`config.mk`:
```
export PLATFORM = sky130hd
export DESIGN_NAME = wb_intercon
export DESIGN_NICKNAME = d
export VERILOG_FILES = /design/src/rtl/wb_intercon.sv
export SDC_FILE = /design/constraint.sdc
export NUM_CORES = 1
export LEC_CHECK = 0
export ABC_AREA = 1
export CAP_MARGIN = 10
export CORE_ASPECT_RATIO = 1.25
export CORE_UTILIZATION = 35
export DETAILED_ROUTE_END_ITERATION = 12
export GPL_TIMING_DRIVEN = 1
export PLACE_DENSITY_LB_ADDON = 0.05
export SETUP_SLACK_MARGIN = 0.1
export SYNTH_ARGS = -nofsm -noshare
export SYNTH_HDL_FRONTEND = slang
export SYNTH_SLANG_ARGS = --single-unit
```
`constraint.sdc`:
```
create_clock -name clk_i -period 5.2 [get_ports clk_i]
set_input_delay 1.3 -clock clk_i [delete_from_list [all_inputs] [get_ports clk_i]]
set_output_delay 1.3 -clock clk_i [all_outputs]
set_load 0.01 [all_outputs]
```
`src/rtl/wb_intercon.sv`:
```
`default_nettype none
// ============================================================================
//  Module      : wb_intercon
//  Description : Single-master, NSLV-slave Wishbone interconnect with address
//                decode, error termination of unmapped accesses and a
//                saturating error counter. The stall watchdog is compiled in
//                when WB_INTERCON_TIMEOUT_EN is defined.
//  Revision    : 1.0 - initial release
// ============================================================================
module wb_intercon #(
    parameter int                                NSLV     = 4,
    parameter int                                AW       = 16,
    parameter int                                DW       = 16,
    parameter int                                DEC_LSB  = 4,
    parameter logic [NSLV*(AW-DEC_LSB)-1:0]      SLV_BASE = {12'h403, 12'h402, 12'h401, 12'h400},
    parameter int                                TIMEOUT  = 16
) (
    input  logic                 clk_i,
    input  logic                 rst_i,
    input  logic [AW-1:0]        m_adr_i,
    input  logic [DW-1:0]        m_dat_i,
    input  logic                 m_we_i,
    input  logic                 m_cyc_i,
    input  logic                 m_stb_i,
    output logic [DW-1:0]        m_dat_o,
    output logic                 m_ack_o,
    output logic                 m_err_o,
    output logic [AW-1:0]        s_adr_o,
    output logic [DW-1:0]        s_dat_o,
    output logic                 s_we_o,
    output logic                 s_cyc_o,
    output logic [NSLV-1:0]      s_stb_o,
    input  logic [NSLV*DW-1:0]   s_dat_i,
    input  logic [NSLV-1:0]      s_ack_i,
    output logic [7:0]           err_cnt_o
);

    localparam int         c_sel_w   = (NSLV > 1) ? $clog2(NSLV) : 1;
    localparam int         c_base_w  = AW - DEC_LSB;
    localparam logic [1:0] c_st_idle = 2'd0;
    localparam logic [1:0] c_st_act  = 2'd1;
    localparam logic [1:0] c_st_err  = 2'd2;

    if (NSLV < 1 || NSLV > 8 || TIMEOUT < 2) begin : g_param_check
        $error("wb_intercon: NSLV must be 1..8 and TIMEOUT at least 2");
    end

    logic [1:0]          state_q, state_d;
    logic [c_sel_w-1:0]  sel_q, sel_d;
    logic [7:0]          err_cnt_q, err_cnt_d;
    logic                w_hit;
    logic [c_sel_w-1:0]  w_hit_idx;
    logic                w_expire;
    logic [NSLV-1:0]     w_stb;
    logic                w_ack;
    logic                w_err;
    logic [DW-1:0]       w_dat;

`ifdef WB_INTERCON_TIMEOUT_EN
    localparam int c_tmr_w = $clog2(TIMEOUT);
    logic [c_tmr_w-1:0] timer_q, timer_d;

    // Expiry one count early so the err cycle lands TIMEOUT cycles after the strobe cycle
    assign w_expire = (timer_q == c_tmr_w'(TIMEOUT - 2));
`else
    assign w_expire = 1'b0;
`endif

    assign s_adr_o   = m_adr_i;
    assign s_dat_o   = m_dat_i;
    assign s_we_o    = m_we_i;
    assign s_cyc_o   = m_cyc_i;
    assign s_stb_o   = w_stb;
    assign m_ack_o   = w_ack;
    assign m_err_o   = w_err;
    assign m_dat_o   = w_dat;
    assign err_cnt_o = err_cnt_q;

    // Descending scan so the lowest matching index is the one left standing
    always_comb begin
        w_hit     = 1'b0;
        w_hit_idx = '0;
        for (int k = NSLV - 1; k >= 0; k--) begin
            if (m_adr_i[AW-1:DEC_LSB] == SLV_BASE[k*c_base_w +: c_base_w]) begin
                w_hit     = 1'b1;
                w_hit_idx = k[c_sel_w-1:0];
            end
        end
    end

    always_comb begin
        state_d   = state_q;
        sel_d     = sel_q;
        err_cnt_d = err_cnt_q;
        w_stb     = '0;
        w_ack     = 1'b0;
        w_err     = 1'b0;
        w_dat     = '0;
`ifdef WB_INTERCON_TIMEOUT_EN
        timer_d   = timer_q;
`endif
        case (state_q)
            c_st_idle: begin
                if (m_cyc_i && m_stb_i) begin
                    if (w_hit) begin
                        w_stb[w_hit_idx] = 1'b1;
                        sel_d            = w_hit_idx;
                        w_dat            = s_dat_i[int'(w_hit_idx)*DW +: DW];
                        w_ack            = s_ack_i[w_hit_idx];
                        if (!s_ack_i[w_hit_idx]) begin
                            state_d = c_st_act;
`ifdef WB_INTERCON_TIMEOUT_EN
                            timer_d = '0;
`endif
                        end
                    end else begin
                        state_d = c_st_err;
                    end
                end
            end
            c_st_act: begin
                w_dat = s_dat_i[int'(sel_q)*DW +: DW];
                if (!m_cyc_i) begin
                    state_d = c_st_idle;
                end else begin
                    w_stb[sel_q] = m_stb_i;
                    w_ack        = s_ack_i[sel_q];
                    if (s_ack_i[sel_q]) begin
                        state_d = c_st_idle;
                    end else if (w_expire) begin
                        state_d = c_st_err;
                    end else begin
`ifdef WB_INTERCON_TIMEOUT_EN
                        timer_d = timer_q + 1'b1;
`endif
                    end
                end
            end
            c_st_err: begin
                w_err   = 1'b1;
                state_d = c_st_idle;
                if (err_cnt_q != 8'hFF) begin
                    err_cnt_d = err_cnt_q + 8'd1;
                end
            end
            default: state_d = c_st_idle;
        endcase
        // Master-facing outputs are forced quiet for the whole reset window
        if (!rst_i) begin
            w_stb = '0;
            w_ack = 1'b0;
            w_err = 1'b0;
            w_dat = '0;
        end
    end

    always_ff @(posedge clk_i) begin
        if (!rst_i) begin
            state_q   <= c_st_idle;
            sel_q     <= '0;
            err_cnt_q <= '0;
`ifdef WB_INTERCON_TIMEOUT_EN
            timer_q   <= '0;
`endif
        end else begin
            state_q   <= state_d;
            sel_q     <= sel_d;
            err_cnt_q <= err_cnt_d;
`ifdef WB_INTERCON_TIMEOUT_EN
            timer_q   <= timer_d;
`endif
        end
    end

endmodule
`default_nettype wire
```
======== Word-level counts from Yosys, hierarchy flattened ========
Index checks and enable logic that the tools add are counted.
storage, ports and cells
  bits in registers ....................... 12
  output and inout bits ................... 64
operators by class
  add/sub/neg operators ................... 1
  $lt $le $gt $ge ......................... 4
  equality and inequality tests ........... 10
  shifts and indexed selects .............. 2
  mux-type cells .......................... 38
  bitwise logic cells ..................... 1
  reductions and logical operators ........ 7
operators with widths
  cell                                                                   number
  64-bit by 7-bit indexed part select with 16-bit output                 2
  12-bit by 11-bit == test with 1-bit output, second input constant      4
  16-bit 2-to-1 mux                                                      3
  16-bit one-hot mux with 2 select lines                                 1
  2-bit 2-to-1 mux                                                       9
  4-bit 2-to-1 mux                                                       4
  1-bit 2-to-1 mux                                                       14
  8-bit by 1-bit adder with 8-bit output, second input constant          1
  8-bit inequality test, second input constant                           1
  4-bit one-hot mux with 2 select lines                                  1
  2-bit by 3-bit < comparator with 1-bit output, second input constant   2
  3-bit inequality test, second input constant                           2
  3-bit AND reduction                                                    2
  4-bit AND                                                              1
  1-bit binary-select mux with 2-bit select                              2
  1-bit demux with 2-bit select                                          2
  2-bit by 1-bit >= comparator with 1-bit output, second input constant  2
  2-bit one-hot mux with 2 select lines                                  1
  1-bit logical AND                                                      3
  2-bit by 1-bit == test with 1-bit output, second input constant        1
  2-bit == test, second input constant                                   1
  2-bit logical NOT                                                      1
  2-bit inequality test, second input constant                           1
  1-bit one-hot mux with 2 select lines                                  1
  2-bit AND reduction                                                    1

======== Depth between registers and ports, before layout ========
Gate-level depths: netlist of run 1.
  word-level depth ........................ 13
  mapped depth ............................ 11

======== Worst setup path before layout of run 1 ========
OpenSTA, ideal clock, no wires.
  kind .................................... input to output
  start point ............................. input port m_adr_i[11]
  end point ............................... output port m_dat_o[6]
  arrival ................................. 2405 ps
  data required time ...................... 3900 ps
  setup slack ............................. 1495 ps
  stages on the path ...................... 10
  buffers on the path ..................... 1
  cell sequence ........................... nor2_1 > nand2_1 > nor2_4 > nand2_1 > nand2_2 > nand2_2 > nor2_4 > buf_6 > nand2_1 > a21oi_1
on the way
  word-level cells in the longest chain between the ends .. 10
  elaborated cells between the ends (all ways) .. 17
  classes of those cells .................. 4 x eq/ne; 1 x shift; 12 x mux
ends and longest elaborated chain
  element                                                 RTL line  RTL
  start, declared                                         20        input logic [AW-1:0] m_adr_i,
  12-bit by 11-bit == test with 1-bit output              84        if (m_adr_i[AW-1:DEC_LSB] == SLV_BASE[k*c_base_w +: c_base_w]) begin
  2-bit 2-to-1 mux (4 in series)                          84
  64-bit by 7-bit indexed part select with 16-bit output  108       w_dat = s_dat_i[int'(w_hit_idx)*DW +: DW];
  16-bit 2-to-1 mux *                                     105       if (w_hit) begin
  16-bit 2-to-1 mux *                                     104       if (m_cyc_i && m_stb_i) begin
  16-bit one-hot mux with 2 select lines *                102       case (state_q)
  16-bit 2-to-1 mux *                                     149       if (!rst_i) begin
  end, declared                                           25        output logic [DW-1:0] m_dat_o,
Every way passes the cells marked *; elsewhere a longest branch is shown, timed or not.

======== Worst setup path in the final report of run 1 ========
  start point ............................. input port m_adr_i[14]
  end point ............................... output port m_ack_o
on the way
  word-level cells in the longest chain between the ends .. 11
  elaborated cells between the ends (all ways) .. 18
  classes of those cells .................. 4 x eq/ne; 14 x mux
ends and longest elaborated chain
  element                                     RTL line  RTL
  12-bit by 11-bit == test with 1-bit output  84
  2-bit 2-to-1 mux (4 in series)              84
  1-bit binary-select mux with 2-bit select   109       w_ack = s_ack_i[w_hit_idx];
  1-bit 2-to-1 mux (not written as such)      109
  1-bit 2-to-1 mux *                          105
  1-bit 2-to-1 mux *                          104
  1-bit one-hot mux with 2 select lines *     102
  1-bit 2-to-1 mux *                          149
  end, declared                               26        output logic m_ack_o,
Every way passes the cells marked *; elsewhere a longest branch is shown, timed or not. The select of a mux whose other input is x is not followed.

==> impl_results.rst, run 1 <==
.. list-table::
   :header-rows: 1

   * - Metric
     - Value
   * - Area overhead of the layout relative to synthesis
     - 48.35%
   * - Yosys warnings
     - 0
   * - Outcome
     - finished, final reports clean
   * - Remaining max-slew budget at the tightest pin
     - 38.70%
   * - Lkg Pwr
     - 1.485 nW
   * - Met2 global-route usage
     - 41.52%
   * - Total Neg Setup Slack
     - 0 ps
   * - Count of unique library cells instantiated by Yosys
     - 31
   * - Crit start category
     - input port
   * - Initial cell density of the core
     - 36.34%
   * - Post-DR wirelength/cell
     - 13.60 µm
   * - Number of instances in the synthesized netlist
     - 434
   * - Worst slew pin tran
     - 918.5 ps
   * - Worst Path Arrival
     - 3630 ps
   * - Cell types with the largest area share after synthesis
     - sky130_fd_sc_hd__nand2_1, sky130_fd_sc_hd__buf_4, sky130_fd_sc_hd__a22oi_1, sky130_fd_sc_hd__dfxtp_1, sky130_fd_sc_hd__inv_1
   * - Total number of nets in the final design
     - 631
   * - # DRC
     - 0
   * - Max-slew violation count
     - 0
   * - Fillers
     - 670
   * - DR iter-0 viols
     - 151
   * - Final setup violation count
     - 0
   * - Routed Wire Length
     - 8294 µm
   * - Library cell used as clock root buffer
     - sky130_fd_sc_hd__clkbuf_8
   * - Number of antenna violations at the first check in global routing
     - 0
   * - Clock transition at the registers of the reported paths
     - 50 ps
   * - Die outline width
     - 75.85 µm
   * - Number of synthesized register bits
     - 12
   * - # diodes
     - 0
   * - Number of nets produced by synthesis
     - 540
   * - Detail-routed via count per cell
     - 5.061
   * - Number of global-route vias before repair
     - 2941
   * - IO buf count
     - 126
   * - Hold buffers post-CTS
     - 0
   * - Depth of the CTS H-tree
     - 1
   * - HPWL after DPL
     - 6062 µm
   * - Core box area
     - 6565 µm²
   * - Launching instance or port of the critical path
     - m_adr_i[14]
   * - Cell area after technology mapping
     - 2386 µm²
   * - Share of the synthesized area in the top cell type
     - 18.09%
   * - DP Cell Count
     - 606
   * - Power after layout
     - 0.3728 mW
   * - Peak VDD IR
     - 53.67 µV
   * - Cell row count
     - 33
   * - Largest net degree at the start of global routing
     - 21
   * - Cell area reported after detailed placement
     - 3478 µm²
   * - RD Place Congestion
     - 0.8502
   * - Depth of the worst register-to-register path
     - 9
   * - Sequential fraction of the synthesis area
     - 10.07%
   * - Met3 track demand over resource in global routing
     - 2.790%
   * - Final hold violation count
     - 0
   * - Setup clock skew after layout
     - 0.9374 ps
   * - Pre-Repair DR Iteration Count
     - 5
   * - R2r startpoint
     - sel_q[0]
   * - Fin crit period
     - 4931 ps
   * - Clock tree from TritonCTS
     - built
   * - Min-Delay Path Class
     - reg2reg
   * - Proportion of layout cells with a drive suffix above 1
     - 8.413%
   * - Quantity of gates resized following cts
     - 0
   * - R2r setup slk
     - 3270 ps
   * - Data required time of the worst path
     - 3900 ps
   * - Post-route ant nets
     - 0
   * - Met1 track utilization from global routing
     - 29.20%
   * - Most used routing layer in global routing
     - met2
   * - Post-route cell area
     - 3540 µm²
   * - Post-synth top area cell
     - sky130_fd_sc_hd__nand2_1
   * - Sink Count
     - 12
   * - Portion of the clock cycle consumed by the worst path in the final layout
     - 94.82%
   * - Critical-path maximum fanout
     - 14
   * - Total via count after detailed routing
     - 3087
   * - Post-Syn Area per Cell
     - 5.498 µm²
   * - Number of top-level design ports
     - 169
   * - Num CTS Buffers
     - 3
   * - Power per cell area
     - 105.3 nW/µm²
   * - Hold path depth
     - 2
   * - Post-Route Hold Slack
     - 499.2 ps
   * - Total global routing track utilization
     - 23.77%
   * - Total of max-cap violations
     - 0
   * - Grt total ovfl
     - 0
   * - Insertion delay to the later sink of the worst-skew pair
     - 240 ps
   * - Wire length of the first global-routing pass
     - 13360 µm
   * - Die area
     - 7153 µm²
   * - CP endpoint kind
     - output port
   * - Unrepaired setup endpoints after global routing
     - no
   * - Critical path start-end classification
     - in2out
   * - Buffer depth of the longest clock path
     - 2
   * - Reg-to-reg critical path endpoint
     - state_q[0]
   * - Floorplan die height
     - 94.31 µm
   * - Maximum achievable frequency
     - 202.8 MHz
   * - Capturing instance or port of the critical path
     - m_ack_o
   * - Post-layout instance count excluding filler cells
     - 610
cells in the final DEF, fill, tap and decap left out, types with 3 or more instances in the layout:
| cell | instances |
|---|---|
| sky130_fd_sc_hd__nor3_1 | 4 |
| sky130_fd_sc_hd__o21ai_0 | 24 |
| sky130_fd_sc_hd__nor2_4 | 4 |
| sky130_fd_sc_hd__a21oi_1 | 20 |
| sky130_fd_sc_hd__nand3_1 | 33 |
| sky130_fd_sc_hd__inv_2 | 3 |
| sky130_fd_sc_hd__nand2_2 | 5 |
| sky130_fd_sc_hd__nor2_1 | 33 |
| sky130_fd_sc_hd__a22oi_1 | 34 |
| sky130_fd_sc_hd__inv_1 | 58 |
| sky130_fd_sc_hd__dfxtp_1 | 12 |
| sky130_fd_sc_hd__nand2_1 | 115 |
| sky130_fd_sc_hd__buf_4 | 11 |
| sky130_fd_sc_hd__clkbuf_8 | 3 |
| sky130_fd_sc_hd__clkdlybuf4s50_1 | 126 |
| sky130_fd_sc_hd__nor2_2 | 3 |
| sky130_fd_sc_hd__a21oi_2 | 10 |
| sky130_fd_sc_hd__o21ai_1 | 11 |
sequential cells by signal (all words and copies together) (netlist names):
register   flops
err_cnt_o      8
sel_q          2
state_q        2
stage by stage:
stage / worst slack, ps / utilization [%]
2_1_floorplan: 1495 / -
3_3_place_gp: 293.1 / 52.98
3_5_place_dp: 294.8 / 52.98
4_1_cts: 273.8 / 53.61
5_1_grt: 115.8 / 53.92
6_report: 269.2 / 53.92
worst min path at each step:
stage	start	endpoint	slack, ps
after floorplan	sel_q[0]	sel_q[0]	500
after global placement	err_cnt_o[4]	err_cnt_o[4]	490
after detailed placement	err_cnt_o[4]	err_cnt_o[4]	500
after CTS	err_cnt_o[4]	err_cnt_o[4]	500
after global routing	err_cnt_o[4]	err_cnt_o[4]	530
final	err_cnt_o[4]	err_cnt_o[4]	500
power by group:
part	internal (mW)	switching, mW	leakage [nW]
Sequential	0.0965	0.00430	0.0973
Clock	0.0511	0.0347	0.0216
Combinational	0.105	0.0809	1.37
worst max-delay path, stage by stage:
cell and delay, ps:
sky130_fd_sc_hd__clkdlybuf4s50_1 500, sky130_fd_sc_hd__inv_1 50, sky130_fd_sc_hd__nor2_1 80, sky130_fd_sc_hd__nand2_1 90
sky130_fd_sc_hd__nor2_4 210, sky130_fd_sc_hd__o21ai_2 100, sky130_fd_sc_hd__nand2_2 80, sky130_fd_sc_hd__nand2_2 70
sky130_fd_sc_hd__nor2_4 100, sky130_fd_sc_hd__buf_4 230, sky130_fd_sc_hd__nand2_1 80, sky130_fd_sc_hd__a21oi_1 170
sky130_fd_sc_hd__clkdlybuf4s50_1 580
area by class of cell:
cell class              instances  area, µm²  area share [%]
well taps                      87      108.9           3.075
repair buffers                138       1364           38.53
flip-flops and latches         12      240.2           6.787
multi-input cells             308       1553           43.87
clock buffers                   3      41.29           1.166
inverters                      62      232.7           6.575
cell families (layout without fill, tap and decap cells):
kind of cell	Yosys count	count (layout)	synth area share, %
compound gates	103	103	27.22
buf+inv	114	203	24.86
xor+xnor	1	1	0.3671
fa+ha+maj	1	1	0.5243
simple gates	203	203	36.97
flops	12	12	10.07
metal layers:
metal,wire length [µm],part of all wire (%),vias to the layer above
li1,-,-,1561
met1,3379,41,1376
met2,4136,50,132
met3,622,7.5,18
met4,155,1.9,0
met5,0,0,-
Yosys cell counts, drive strengths merged:
master and n:
a21oi 30, a22oi 34, a31o 1, a31oi 1, and3 1, buf 47, clkbuf 5, clkinv 1
dfxtp 12, ha 1, inv 61, nand2 120, nand3 35, nand3b 1, nand4 1, nor2 40
nor3 4, nor4 1, o21a 1, o21ai 36, xor2 1
what timing repair did:
action                     in CTS  in global routing
setup buffers                   0                  1
setup endpoints to repair       0                  6
hold endpoints to repair        0                  0
Power figures use the tool's default switching activity.
==> inputs of run 2 (changes only) <==
CTS_CLUSTER_SIZE = 20   (was unset)
SKIP_LAST_GASP = 1   (was unset)
==> results of run 2 <==
The final DEF is identical to that of run 1; final timing and power are the same.
==> inputs of run 3 (changes only) <==
DONT_BUFFER_PORTS = 1   (was unset)
==> impl_results.rst, run 3 (synthesized netlist as in run 1, its figures left out) <==
.. list-table::
   :header-rows: 1

   * - Metric
     - Value
   * - Lkg Pwr
     - 0.9774 nW
   * - CP endpoint kind
     - output port
   * - Core box area
     - 6565 µm²
   * - # diodes
     - 0
   * - Total via count after detailed routing
     - 2567
   * - Floorplan die height
     - 94.31 µm
   * - Post-DR wirelength/cell
     - 15.99 µm
   * - Quantity of gates resized following cts
     - 0
   * - DR iter-0 viols
     - 78
   * - Wire length of the first global-routing pass
     - 11630 µm
   * - Clock tree from TritonCTS
     - built
   * - # DRC
     - 0
   * - Data required time of the worst path
     - 3900 ps
   * - IO buf count
     - 0
   * - Insertion delay to the later sink of the worst-skew pair
     - 240 ps
   * - Power after layout
     - 0.2877 mW
   * - Buffer depth of the longest clock path
     - 2
   * - Worst slew pin tran
     - 909.2 ps
   * - Cell row count
     - 33
   * - Depth of the CTS H-tree
     - 1
   * - HPWL after DPL
     - 5505 µm
   * - Most common cell after layout, fill and taps aside
     - sky130_fd_sc_hd__nand2_1
   * - Initial cell density of the core
     - 36.34%
   * - Routed Wire Length
     - 7643 µm
   * - Unrepaired setup endpoints after global routing
     - no
   * - Worst Path Arrival
     - 2970 ps
   * - Final standard cell utilization of the core
     - 33.92%
   * - Area overhead of the layout relative to synthesis
     - -6.659%
   * - Remaining max-slew budget at the tightest pin
     - 39.32%
   * - Total number of nets in the final design
     - 498
   * - Depth of the worst register-to-register path
     - 9
   * - Hold buffers post-CTS
     - 0
   * - Num CTS Buffers
     - 3
   * - Commonest cells after routing, fill and taps aside
     - sky130_fd_sc_hd__nand2_1, sky130_fd_sc_hd__inv_1, sky130_fd_sc_hd__a22oi_1
   * - RD Place Congestion
     - 0.8293
   * - Final hold violation count
     - 0
   * - Critical path start-end classification
     - in2out
   * - Total of max-cap violations
     - 0
   * - Die outline width
     - 75.85 µm
   * - Die area
     - 7153 µm²
   * - Detail-routed via count per cell
     - 5.370
   * - Number of flip-flops under the largest register name
     - 8
   * - Final setup violation count
     - 0
   * - Hold path depth
     - 2
   * - Number of global-route vias before repair
     - 2464
   * - Total global routing track utilization
     - 21.03%
   * - Maximum achievable frequency
     - 234.5 MHz
   * - Grt total ovfl
     - 0
   * - Fin crit period
     - 4265 ps
   * - Power per cell area
     - 129.2 nW/µm²
   * - Post-route ant nets
     - 0
   * - Portion of the clock cycle consumed by the worst path in the final layout
     - 82.02%
   * - Clock transition at the registers of the reported paths
     - 50 ps
   * - Library cell used as clock root buffer
     - sky130_fd_sc_hd__clkbuf_8
   * - Min-Delay Path Class
     - reg2reg
   * - Number of antenna violations at the first check in global routing
     - 0
   * - Post-CTS setup buffer count
     - 0
   * - Largest net degree at the start of global routing
     - 27
   * - Critical-path maximum fanout
     - 26
   * - Post-layout instance count excluding filler cells
     - 478
   * - Total Neg Setup Slack
     - 0 ps
   * - Post-Route Hold Slack
     - 524.4 ps
   * - Pre-Repair DR Iteration Count
     - 4
   * - Proportion of layout cells with a drive suffix above 1
     - 9.719%
   * - DP Cell Count
     - 474
   * - Crit start category
     - input port
   * - Sink Count
     - 12
   * - Setup clock skew after layout
     - 3.330 ps
   * - Peak VDD IR
     - 115.8 µV
   * - Max-slew violation count
     - 0
   * - Number of top-level design ports
     - 169
   * - Outcome
     - finished, final reports clean
## run 3: metrics by stage
step                cell area [µm²]  setup WS [ps]
floorplan                      2386           1495
CTS                            2227          924.3
finish                         2227          934.9
global placement               2172          936.4
detailed placement             2172          936.7
global route                   2227          676.2
## run 3: final cells by class
| cell class | count | area, µm² |
|---|---|---|
| flip-flops and latches | 12 | 240.2 |
| multi-input cells | 308 | 1553 |
| clock buffers | 4 | 55.05 |
| repair buffers | 5 | 37.54 |
| fillers | 781 | 4338 |
| well taps | 87 | 108.9 |
| inverters | 62 | 232.7 |
## run 3: report_power, final
group	internal, mW	switching [mW]	leakage, nW	total, mW
Clock	0.0669	0.0348	0.0288	0.102
Combinational	0.0297	0.0543	0.851	0.0839
Sequential	0.0965	0.00558	0.0973	0.102
## run 3: final timing paths
check / startpoint / end / slack, ps
min reg2reg: sel_q[0] / sel_q[0] / 520
min: sel_q[0] / sel_q[0] / 520
max: m_adr_i[15] / m_dat_o[7] / 930
max reg2reg: sel_q[1] / state_q[0] / 3250
## run 3: critical path, cell delays in order
cell and delay, ps:
sky130_fd_sc_hd__inv_1 30, sky130_fd_sc_hd__nand2_1 40, sky130_fd_sc_hd__nor2_1 170, sky130_fd_sc_hd__nand3_2 460, sky130_fd_sc_hd__buf_4 360, sky130_fd_sc_hd__nand2_1 60
sky130_fd_sc_hd__nand3_1 70, sky130_fd_sc_hd__o21ai_1 120, sky130_fd_sc_hd__nand2_1 70, sky130_fd_sc_hd__a21oi_1 270
## run 3: metal layers
metal | vias up | track usage (%) | share of wire (%)
met3 | 6 | 4.399 | 6.8
met2 | 86 | 38.57 | 50
met1 | 1185 | 24.29 | 42
met4 | 0 | 4.475 | 0.37
met5 | - | 0 | 0
li1 | 1290 | - | -
